### src/rtl/io_prog_pkg.sv
// Shared types and default timing for the IO bank programming controller.
package io_prog_pkg;

  typedef enum logic [1:0] {
    IDLE  = 2'd0,
    SETUP = 2'd1,
    PULSE = 2'd2,
    HOLD  = 2'd3
  } prog_state_t;

  localparam int unsigned FRAME_CNT_W   = 16;

  localparam int unsigned DEF_NUM_BL    = 8;
  localparam int unsigned DEF_NUM_WL    = 8;
  localparam int unsigned DEF_ADDR_W    = 4;
  localparam int unsigned DEF_SETUP_CYC = 1;
  localparam int unsigned DEF_PULSE_CYC = 2;
  localparam int unsigned DEF_HOLD_CYC  = 1;

endpackage : io_prog_pkg

### src/rtl/wl_onehot_dec.sv
// Word-line address decoder: gated one-hot output plus an address range flag.
module wl_onehot_dec #(
  parameter int unsigned ADDR_W = 4,
  parameter int unsigned NUM_WL = 8
) (
  input  logic [ADDR_W-1:0] addr,
  input  logic              en,
  output logic [0:NUM_WL-1] onehot,
  output logic              in_range
);

  // Extra bit keeps the compare correct when NUM_WL == 2**ADDR_W.
  assign in_range = ({1'b0, addr} < (ADDR_W + 1)'(NUM_WL));

  always_comb begin
    onehot = '0;
    for (int unsigned i = 0; i < NUM_WL; i++) begin
      onehot[i] = en && (addr == ADDR_W'(i));
    end
  end

endmodule : wl_onehot_dec

### src/rtl/io_bank_prog_ctrl.sv
// Converts addressed configuration frames into timed BL setup / WL pulse / BL hold
// write sequences for one column of IO tiles.
module io_bank_prog_ctrl
  import io_prog_pkg::*;
#(
  parameter int unsigned NUM_BL    = DEF_NUM_BL,
  parameter int unsigned NUM_WL    = DEF_NUM_WL,
  parameter int unsigned ADDR_W    = DEF_ADDR_W,
  parameter int unsigned SETUP_CYC = DEF_SETUP_CYC,
  parameter int unsigned PULSE_CYC = DEF_PULSE_CYC,
  parameter int unsigned HOLD_CYC  = DEF_HOLD_CYC
) (
  input  logic                   prog_clk,
  input  logic                   pReset,
  input  logic                   frame_valid,
  output logic                   frame_ready,
  input  logic [ADDR_W-1:0]      frame_addr,
  input  logic [0:NUM_BL-1]      frame_data,
  output logic [0:NUM_BL-1]      bl,
  output logic [0:NUM_WL-1]      wl,
  output logic                   busy,
  output logic                   err_addr,
  output logic [FRAME_CNT_W-1:0] frame_cnt
);

  localparam int unsigned MAX_SP  = (SETUP_CYC > PULSE_CYC) ? SETUP_CYC : PULSE_CYC;
  localparam int unsigned MAX_CYC = (MAX_SP > HOLD_CYC) ? MAX_SP : HOLD_CYC;
  localparam int unsigned CNT_W   = $clog2(MAX_CYC + 1);

  prog_state_t              state_q, state_n;
  logic [CNT_W-1:0]         cnt_q, cnt_n;
  logic [ADDR_W-1:0]        addr_q, addr_n;
  logic [0:NUM_BL-1]        bl_n;
  logic [0:NUM_WL-1]        wl_n;
  logic                     err_n;
  logic [FRAME_CNT_W-1:0]   frame_cnt_n;
  logic [ADDR_W-1:0]        dec_addr;
  logic                     addr_ok;

  // While idle the decoder range-checks the incoming address; otherwise it drives WL.
  assign dec_addr = (state_q == IDLE) ? frame_addr : addr_q;

  wl_onehot_dec #(
    .ADDR_W (ADDR_W),
    .NUM_WL (NUM_WL)
  ) u_wl_dec (
    .addr     (dec_addr),
    .en       (state_n == PULSE),
    .onehot   (wl_n),
    .in_range (addr_ok)
  );

  // Next-state, phase counter, captured frame and status.
  always_comb begin
    state_n     = state_q;
    cnt_n       = cnt_q;
    addr_n      = addr_q;
    bl_n        = bl;
    err_n       = err_addr;
    frame_cnt_n = frame_cnt;

    case (state_q)
      IDLE: begin
        if (frame_valid) begin
          if (addr_ok) begin
            addr_n  = frame_addr;
            bl_n    = frame_data;
            cnt_n   = CNT_W'(SETUP_CYC - 1);
            state_n = SETUP;
          end else begin
            err_n = 1'b1;
          end
        end
      end
      SETUP: begin
        if (cnt_q == '0) begin
          cnt_n   = CNT_W'(PULSE_CYC - 1);
          state_n = PULSE;
        end else begin
          cnt_n = cnt_q - CNT_W'(1);
        end
      end
      PULSE: begin
        if (cnt_q == '0) begin
          cnt_n   = CNT_W'(HOLD_CYC - 1);
          state_n = HOLD;
          if (frame_cnt != {FRAME_CNT_W{1'b1}}) begin
            frame_cnt_n = frame_cnt + FRAME_CNT_W'(1);
          end
        end else begin
          cnt_n = cnt_q - CNT_W'(1);
        end
      end
      HOLD: begin
        if (cnt_q == '0) begin
          cnt_n   = '0;
          bl_n    = '0;
          state_n = IDLE;
        end else begin
          cnt_n = cnt_q - CNT_W'(1);
        end
      end
      default: begin
        cnt_n   = '0;
        bl_n    = '0;
        state_n = IDLE;
      end
    endcase
  end

  always_ff @(posedge prog_clk or posedge pReset) begin
    if (pReset) begin
      state_q     <= IDLE;
      cnt_q       <= '0;
      addr_q      <= '0;
      bl          <= '0;
      wl          <= '0;
      frame_ready <= 1'b1;
      busy        <= 1'b0;
      err_addr    <= 1'b0;
      frame_cnt   <= '0;
    end else begin
      state_q     <= state_n;
      cnt_q       <= cnt_n;
      addr_q      <= addr_n;
      bl          <= bl_n;
      wl          <= wl_n;
      frame_ready <= (state_n == IDLE);
      busy        <= (state_n != IDLE);
      err_addr    <= err_n;
      frame_cnt   <= frame_cnt_n;
    end
  end

endmodule : io_bank_prog_ctrl

### config.mk
export PLATFORM = sky130hd
export DESIGN_NAME = io_bank_prog_ctrl
export DESIGN_NICKNAME = d
export VERILOG_FILES = /design/src/rtl/io_prog_pkg.sv /design/src/rtl/wl_onehot_dec.sv /design/src/rtl/io_bank_prog_ctrl.sv
export SDC_FILE = /design/constraint.sdc
export NUM_CORES = 1
export LEC_CHECK = 0
export CORE_MARGIN = 4
export CORE_UTILIZATION = 40
export DETAILED_ROUTE_END_ITERATION = 8
export PLACE_DENSITY = 0.68
export SETUP_SLACK_MARGIN = 0.05
export SLEW_MARGIN = 20
export SYNTH_ARGS = -nofsm -noshare
export SYNTH_HDL_FRONTEND = slang
export SYNTH_SLANG_ARGS = --single-unit
### constraint.sdc
create_clock -name prog_clk -period 2.5 [get_ports prog_clk]
set_input_delay 0.375 -clock prog_clk [delete_from_list [all_inputs] [get_ports prog_clk]]
set_output_delay 0.375 -clock prog_clk [all_outputs]
set_load 0.005 [all_outputs]
==> results of run 1 <==
-- state kept, by name, summed over array words and instances, names as in the netlist --
signal       count
cnt_q            2
frame_cnt       16
busy             1
state_q          2
bl               8
err_addr         1
wl               8
addr_q           4
frame_ready      1
-- synth_stat cells (4+ instances only) --
| library cell | n | share of area (%) |
|---|---|---|
| dfrtp_1 | 42 | 57 |
| inv_1 | 4 | 0.81 |
| nor2_1 | 15 | 3.1 |
| nor3_1 | 7 | 1.9 |
| mux2_2 | 4 | 2.4 |
| a31oi_1 | 5 | 1.7 |
| nand3_1 | 5 | 1.4 |
| nand2_1 | 8 | 1.6 |
| a22o_1 | 8 | 3.8 |
| xor2_1 | 11 | 5.2 |
| o21ai_0 | 6 | 1.6 |
-- cell type report --
| type | count | area, µm² |
|---|---|---|
| Clock buffer | 7 | 76.3 |
| Clock inverter | 1 | 5.00 |
| Fill cell | 363 | 1940 |
| Inverter | 4 | 15.0 |
| Multi-Input combinational cell | 102 | 714 |
| Sequential cell | 43 | 1080 |
| Tap cell | 52 | 65.1 |
| Timing Repair Buffer | 53 | 520 |
-- power groups by stage --
stage,Sequential [mW],Combinational (mW),Clock [mW]
final,1.05,0.816,0.412
after global routing,1.08,0.898,0.455
after CTS,1.05,0.830,0.427
after detailed placement,1.06,0.828,0
after global placement,1.04,0.798,0
after floorplan,1.02,0.481,0
-- layer usage --
layer | GRT usage [%] | part of all wire (%) | wire length [µm]
met1 | 15.9 | 42 | 1620
met2 | 24.1 | 53 | 2010
met3 | 3.79 | 4.6 | 177
met4 | 4.63 | 0.44 | 17
met5 | 0 | 0 | 0
-- path summary, 6_finish.rpt --
check | startpoint | endpoint | slack [ps] | cells after the start
setup / recovery | state_q[0] | frame_cnt[15] | 440 | 4
hold / removal | err_addr | err_addr | 480 | 1
setup reg to reg | state_q[0] | frame_cnt[15] | 440 | 4
hold reg to reg | err_addr | err_addr | 480 | 1
max in group asynchronous | pReset | frame_ready | 1610 | 3
min in group asynchronous | pReset | frame_cnt[6] | 510 | 3
-- through the flow --
step / power, mW / cell area, µm² / std cells
finish: 2.28 / 2470 / 262
global route: 2.43 / 2470 / 262
CTS: 2.31 / 2470 / 262
detailed placement: 1.89 / 2390 / 254
global placement: 1.84 / 2390 / 254
floorplan: 1.50 / 1840 / 156
-- worst register-to-register path, cell delays in order (launching register included) --
cell and delay (ps):
dfrtp_1 470, or4b_4 640, nor4_4 370, nand4_1 140, mux2_1 330
-- cells by family after synthesis --
kind of cell,synth area share [%]
AOI/OAI and AO/OA,8.55
xor gates and xnor gates,6.65
adders and majority gates,0.678
buffers and inverters,2.85
DFF,58.4
muxes,4.21
and+or+nand+nor,18.7
==> qor.yml, run 1 <==
timing:
  finalSetupViolations: 0
  hold_viol: 0
  worst_slew_pin_slew_ps: 738
  whs_ps: 480
  grt_setup_unrepaired: "no"
  finalSetupTns_ps: 0
  slew_headroom_pct: 50.6
  final.setup.worst_slack_ps: 443
  finClkSkew_ps: 7.60
  period_needed_ps: 2060
  fmax_mhz: 486
  timing.final.crit_share_pct: 82.3
  report.final.slew_viol_count: 0
floorplanning:
  rows: 24
  die_w_um: 75.9
  num_io_pins: 50
  die_h_um: 75.9
  dieArea_um2: 5760
  start_util_pct: 41.8
  core_area_um2: 4410
clock_network:
  clkSinkCount: 43
  path_clk_slew_ps: 80
  h-tree-depth: 2
  cts-root-buf: "clkbuf_8"
  cts_tree: "built"
  cts_buffers: 5
  clock_tree.buffer_depth: 2
  clk-insertion-delay-late_ps: 290
  cts_resized: 0
  post_cts_buffers: 0
  postCtsHoldBufs: 0
drt:
  wl_um: 3820
  vias_per_cell: 5.22
  drt-pass1-iter-count: 4
  detailedRoute.firstIterationViolations: 69
  num_vias: 1367
  ant_nets: 0
  drc_errors: 0
  routedWlPerCell_um: 14.6
final_layout:
  drive_above_1_share_pct: 10.0
  fin_util_pct: 56.0
  final_common_cell: "clkdlybuf4s50_1"
  mostFrequentLayoutCells: "clkdlybuf4s50_1, dfrtp_1, nor2_1"
  area.growth.synth_to_final_pct: 34.1
  fin_nets: 225
  num_antenna_cells: 0
synth:
  netlist_area_um2: 1840
  syn_nets: 172
  ys_ff_latch: 43
  yosysWarnings: 0
  syn_avg_cell_area_um2: 11.8
  synth-edff-count: 0
  synth_flop_cell: "dfrtp_1"
  synth_cell_types: 39
  synthCells: 156
  synth-seq-area-share_pct: 58.4
  async_flop_share_pct: 100
setup_path:
  crit_path_top_delay_cell: "or4b_4"
  crit_buf_inv: 0
  cp_cell_sequence: "or4b_4 > nor4_4 > nand4_1 > mux2_1"
  crit_required_ps: 2670
  critPathArrivalTime_ps: 2230
  crit_type: "flop to flop"
  end_kind: "flop"
  startpoint_type: "flop"
  worst-path-max-fanout: 12
  crit_family: "simple AND/OR/NAND/NOR gates"
  slowest_delay_ps: 640
placement:
  hpwl_um: 2870
  place_ws_ps: 445
  gp_congestion: 0.785
  portBuffers: 49
power_and_ir_drop:
  p_sw_mw: 0.744
  clkPwrFrac_pct: 18.1
  intPower_mw: 1.54
  combPwrFrac_pct: 35.8
  pwr-share-seq_pct: 46.1
  power.static_leakage_nw: 1.09
  max-vdd-ir-drop_uv: 603
  powerDensity_nw_per_um2: 922
  p_sw_share_pct: 32.6
worst_hold_path:
  hold_class: "flop to flop"
global_route:
  track_usage_pct: 13.7
  grt-ovfl-total: 0
  grt_pass1_wl_um: 6520
  antenna_found_initial: 0
  grt_pass1_vias: 1421
  grt_max_degree: 44
job:
  cap_violations: 0
run_status:
  outcome: "complete, no violations"
Power figures use the tool's default switching activity.
==> run 2, diff against run 1 <==
--- a/config.mk
+++ b/config.mk
@@ -8,7 +8,7 @@
 export CORE_MARGIN = 4
 export CORE_UTILIZATION = 40
 export DETAILED_ROUTE_END_ITERATION = 8
-export PLACE_DENSITY = 0.68
+export PLACE_DENSITY = 0.71
 export SETUP_SLACK_MARGIN = 0.05
 export SLEW_MARGIN = 20
 export SYNTH_ARGS = -nofsm -noshare
==> constraint.sdc (replaced) <==
create_clock -name prog_clk -period 1.8 [get_ports prog_clk]
set_input_delay 0.27 -clock prog_clk [delete_from_list [all_inputs] [get_ports prog_clk]]
set_output_delay 0.27 -clock prog_clk [all_outputs]
set_load 0.005 [all_outputs]
==> qor.yml, run 2 (synthesis results as in run 1) <==
run_status:
  outcome: "complete, but fails checks"  # was complete, no violations
  violations: "setup timing"
timing:
  slew_headroom_pct: 51.9  # was 50.6%
  report.final.slew_viol_count: 0  # unchanged
  final.setup.worst_slack_ps: -19.1  # was 443 ps
  whs_ps: 236  # was 480 ps
  grt_setup_unrepaired: "yes"  # was no
  finalSetupViolations: 1  # was 0
  hold_viol: 0  # unchanged
  fmax_mhz: 550  # was 486 MHz
  timing.final.crit_share_pct: 101  # was 82.3%
  worst_slew_pin_slew_ps: 718  # was 738 ps
  finClkSkew_ps: 5.55  # was 7.60 ps
  period_needed_ps: 1820  # was 2060 ps
floorplanning:
  rows: 24  # unchanged
  dieArea_um2: 5760  # unchanged
  start_util_pct: 41.8  # unchanged
  die_w_um: 75.9  # unchanged
  die_h_um: 75.9  # unchanged
  core_area_um2: 4410  # unchanged
  num_io_pins: 50  # unchanged
setup_path:
  startpoint_type: "flop"  # unchanged
  cp_cell_sequence: "or4b_4 > nor4_4 > nand4_1 > mux2_4"  # was or4b_4 > nor4_4 > nand4_1 > mux2_1
  end_kind: "flop"  # unchanged
  crit_buf_inv: 0  # unchanged
  crit_path_top_delay_cell: "or4b_4"  # unchanged
  critPathLaunch: "cnt_q[0]"  # was state_q[0]
  crit_family: "simple AND/OR/NAND/NOR gates"  # unchanged
  crit_required_ps: 1980  # was 2670 ps
  slowest_delay_ps: 590  # was 640 ps
  critPathArrivalTime_ps: 2000  # was 2230 ps
  worst-path-max-fanout: 5  # was 12
  crit_type: "flop to flop"  # unchanged
  r2r-start: "cnt_q[0]"  # was state_q[0]
clock_network:
  cts_buffers: 5  # unchanged
  cts_tree: "built"  # unchanged
  clkSinkCount: 43  # unchanged
  h-tree-depth: 2  # unchanged
  path_clk_slew_ps: 80  # about the same
  postCtsHoldBufs: 0  # unchanged
  clock_tree.buffer_depth: 2  # unchanged
  cts-root-buf: "clkbuf_8"  # unchanged
  clk-insertion-delay-late_ps: 290  # about the same
global_route:
  track_usage_pct: 14.0  # was 13.7%
  grt_max_degree: 17  # was 44
  grt_pass1_wl_um: 6760  # was 6520 µm
  grt_pass1_vias: 1516  # was 1421
  grt-ovfl-total: 0  # unchanged
  antenna_found_initial: 0  # unchanged
placement:
  dp_cells: 264  # was 254
  place_area_um2: 2490  # was 2390 µm²
  gp_congestion: 0.814  # was 0.785
  hpwl_um: 2990  # was 2870 µm
  portBuffers: 49  # unchanged
  place_ws_ps: -46.5  # was 445 ps
power_and_ir_drop:
  pwr-share-seq_pct: 37.3  # was 46.1%
  intPower_mw: 2.62  # was 1.54 mW
  powerDensity_nw_per_um2: 1320  # was 922 nW/µm²
  max-vdd-ir-drop_uv: 762  # was 603 µV
  p_sw_mw: 1.15  # was 0.744 mW
  p_sw_share_pct: 30.6  # was 32.6%
  power.static_leakage_nw: 1.25  # was 1.09 nW
  clkPwrFrac_pct: 23.2  # was 18.1%
  combPwrFrac_pct: 39.5  # was 35.8%
final_layout:
  largest_reg_flops: 16  # unchanged
  design_area_um2: 2850  # was 2470 µm²
  fin_nets: 248  # was 225
  area.growth.synth_to_final_pct: 54.5  # was 34.1%
  fin_util_pct: 64.5  # was 56.0%
  top_regs: "frame_cnt x16, bl x8, wl x8"  # unchanged
  finalNonFillerCells: 285  # was 262
  regMostFlops: "frame_cnt"  # unchanged
  num_antenna_cells: 0  # unchanged
  mostFrequentLayoutCells: "clkdlybuf4s50_1, dfrtp_1, buf_4"  # was clkdlybuf4s50_1, dfrtp_1, nor2_1
  final_common_cell: "clkdlybuf4s50_1"  # unchanged
  drive_above_1_share_pct: 28.8  # was 10.0%
worst_hold_path:
  hold_class: "input port to asynchronous set/reset pin"  # was flop to flop
drt:
  detailedRoute.firstIterationViolations: 38  # was 69
  ant_nets: 0  # unchanged
  drt-pass1-iter-count: 4  # unchanged
  drc_errors: 0  # unchanged
  wl_um: 4350  # was 3820 µm
  num_vias: 1507  # was 1367
  routedWlPerCell_um: 15.2  # was 14.6 µm
  vias_per_cell: 5.29  # was 5.22
job:
  cap_violations: 0  # unchanged
run 2: changes by cell type in the layout (fill, tap and decap cells not counted), sizes merged:
cell and change:
bufinv +2, inv -1, buf +23, clkbuf -1
run 2: path summary, 6_finish.rpt:
| kind | to | slack [ps] | cells past startpoint |
|---|---|---|---|
| setup / recovery | frame_cnt[15] | -20 | 4 |
| max in group asynchronous | state_q[0] | 1040 | 3 |
| hold / removal | busy | 240 | 2 |
| hold reg to reg | err_addr | 480 | 1 |
| setup reg to reg | frame_cnt[15] | -20 | 4 |
| min in group prog_clk | err_addr | 480 | 1 |
run 2: layout make-up:
cell class                 instances  area (µm²)
fill                             345        1570
sequential                        43        1080
clock inverter                     2        60.1
clock buffer                       6        72.6
multi-input combinational        102         842
inverter                           4        15.0
tap                               52        65.1
timing repair buffer              76         717
run 2: worst reg2reg max path, cell delays in order, from the launching register on:
cell     delay (ps)
dfrtp_1         390
or4b_4          590
nor4_4          240
nand4_1         160
mux2_4          320
run 2: repair_timing:
item / 4_1_cts / 5_1_grt
resized for setup: 5 / 25
setup buffers: 2 / 12
hold endpoints to repair: 0 / 0
setup endpoints to repair: 8 / 20
pin swaps: 3 / 10
run 2: through the flow:
step	TNS, ps	power [mW]
3_3_place_gp	0	2.66
5_1_grt	-486	3.99
4_1_cts	-11.5	3.65
3_5_place_dp	-370	2.72
2_1_floorplan	0	2.11
6_report	-19.1	3.77
run 2: power by group through the flow:
stage	clock [mW]	combinational, mW	sequential (mW)
after detailed placement	0	1.29	1.43
after global placement	0	1.24	1.42
after CTS	0.897	1.34	1.42
after floorplan	0	0.693	1.42
after global routing	0.933	1.61	1.44
final	0.876	1.49	1.41
run 2: layer usage:
layer | routed length (µm) | up-vias | track usage, %
met1 | 1820 | 750 | 17.0
li1 | - | 704 | -
met2 | 2260 | 45 | 23.8
met3 | 208 | 8 | 4.62
met5 | 0 | - | 0
met4 | 51 | 0 | 3.56
==> run 3, diff against run 2 <==
--- a/config.mk
+++ b/config.mk
@@ -9,7 +9,6 @@
 export CORE_UTILIZATION = 40
 export DETAILED_ROUTE_END_ITERATION = 8
 export PLACE_DENSITY = 0.71
-export SETUP_SLACK_MARGIN = 0.05
 export SLEW_MARGIN = 20
 export SYNTH_ARGS = -nofsm -noshare
 export SYNTH_HDL_FRONTEND = slang
==> qor.yml, run 3 (synthesis results as in run 1) <==
setup_path:
  critPathArrivalTime_ps: 1960  # was 2000 ps
  crit_family: "simple AND/OR/NAND/NOR gates"  # unchanged
  crit_buf_inv: 0  # unchanged
  crit_required_ps: 1970  # was 1980 ps
  crit_path_top_delay_cell: "or4b_4"  # unchanged
  crit_type: "flop to flop"  # unchanged
  end_kind: "flop"  # unchanged
  startpoint_type: "flop"  # unchanged
  slowest_delay_ps: 580  # was 590 ps
  worst-path-max-fanout: 4  # was 5
  cp_cell_sequence: "or4b_4 > nor4_4 > nand4_1 > mux2_1"  # was or4b_4 > nor4_4 > nand4_1 > mux2_4
clock_network:
  clock_tree.buffer_depth: 2  # unchanged
  cts_tree: "built"  # unchanged
  postCtsHoldBufs: 0  # unchanged
  clkSinkCount: 43  # unchanged
  path_clk_slew_ps: 80  # about the same
  cts_buffers: 5  # unchanged
  cts-root-buf: "clkbuf_8"  # unchanged
  h-tree-depth: 2  # unchanged
  clk-insertion-delay-late_ps: 290  # about the same
global_route:
  grt_max_degree: 26  # was 17
  grt-ovfl-total: 0  # unchanged
  antenna_found_initial: 0  # unchanged
  track_usage_pct: 13.9  # was 14.0%
  grt_pass1_vias: 1443  # was 1516
  grt_pass1_wl_um: 6750  # was 6760 µm
timing:
  worst_slew_pin_slew_ps: 732  # was 718 ps
  finalSetupTns_ps: 0  # was -19.1 ps
  fmax_mhz: 557  # was 550 MHz
  grt_setup_unrepaired: "yes"  # unchanged
  period_needed_ps: 1800  # was 1820 ps
  hold_viol: 0  # unchanged
  report.final.slew_viol_count: 0  # unchanged
  timing.final.crit_share_pct: 99.7  # was 101%
  slew_headroom_pct: 50.9  # was 51.9%
  finalSetupViolations: 0  # was 1
  finClkSkew_ps: 7.08  # was 5.55 ps
final_layout:
  fin_nets: 241  # was 248
  finalNonFillerCells: 278  # was 285
  final_common_cell: "clkdlybuf4s50_1"  # unchanged
  drive_above_1_share_pct: 19.5  # was 28.8%
  num_antenna_cells: 0  # unchanged
  area.growth.synth_to_final_pct: 45.7  # was 54.5%
  largest_reg_flops: 16  # unchanged
  regMostFlops: "frame_cnt"  # unchanged
  top_regs: "frame_cnt x16, bl x8, wl x8"  # unchanged
  mostFrequentLayoutCells: "clkdlybuf4s50_1, dfrtp_1, buf_4"  # unchanged
drt:
  wl_um: 3960  # was 4350 µm
  detailedRoute.firstIterationViolations: 36  # was 38
  drc_errors: 0  # unchanged
  ant_nets: 0  # unchanged
  drt-pass1-iter-count: 4  # unchanged
  vias_per_cell: 5.11  # was 5.29
  num_vias: 1421  # was 1507
  routedWlPerCell_um: 14.2  # was 15.2 µm
floorplanning:
  die_w_um: 75.9  # unchanged
  dieArea_um2: 5760  # unchanged
  start_util_pct: 41.8  # unchanged
  num_io_pins: 50  # unchanged
  die_h_um: 75.9  # unchanged
  core_area_um2: 4410  # unchanged
  rows: 24  # unchanged
power_and_ir_drop:
  power.static_leakage_nw: 1.20  # was 1.25 nW
  max-vdd-ir-drop_uv: 670  # was 762 µV
  powerDensity_nw_per_um2: 1370  # was 1320 nW/µm²
placement:
  portBuffers: 49  # unchanged
  hpwl_um: 2970  # was 2990 µm
  dp_cells: 267  # was 264
  gp_congestion: 0.801  # was 0.814
run_status:
  outcome: "complete, no violations"  # was complete, but fails checks
worst_hold_path:
  hold_class: "input port to asynchronous set/reset pin"  # unchanged
job:
  cap_violations: 0  # unchanged
## run 3: where the power goes
group / total [mW] / internal (mW) / switching [mW]
sequential: 1.42 / 1.22 / 0.202
combinational: 1.39 / 0.813 / 0.573
clock: 0.872 / 0.554 / 0.317
## run 3: what timing repair did
action                                  in CTS  in global routing
buffers inserted                             0                  3
resized for setup                            0                  7
endpoints found under the setup margin       0                 13
## run 3: path summary, 6_finish.rpt
check / startpoint / end / slack (ps) / cells after the start
worst max-delay path: cnt_q[0] / frame_cnt[15] / 5 / 4
worst min-delay path: pReset / frame_cnt[6] / 320 / 2
worst max register to register: cnt_q[0] / frame_cnt[15] / 5 / 4
worst min register to register: bl[0] / bl[0] / 500 / 1
max in group asynchronous: pReset / err_addr / 960 / 3
min in group prog_clk: bl[0] / bl[0] / 500 / 1
## run 3: cell type report
cell class	instances	area, µm²
Fill cell	358	1730
Sequential cell	43	1080
Multi-Input combinational cell	102	743
Timing Repair Buffer	69	653
Clock buffer	6	72.6
Tap cell	52	65.1
Clock inverter	2	60.1
Inverter	4	15.0
## run 3: metrics by stage
stage | power (mW) | utilization (%) | instance area, µm² | setup WS, ps | hold WS, ps
after floorplan | 2.09 | - | 1850 | 11.2 | 410
after CTS | 3.66 | 59.8 | 2640 | 1.80 | 343
final | 3.68 | 60.9 | 2690 | 4.56 | 322
after detailed placement | 2.78 | 56.7 | 2500 | -96.0 | 486
after global placement | 2.72 | 56.7 | 2500 | -51.5 | 455
after global routing | 3.91 | 60.9 | 2690 | -90.3 | 361
## run 3: layer usage
metal,share of wire [%],global-route usage (%),up-vias
met5,0,0,-
met4,0.91,3.20,0
met3,4.3,2.96,5
met2,50,24.0,41
met1,44,17.6,687
li1,-,-,688
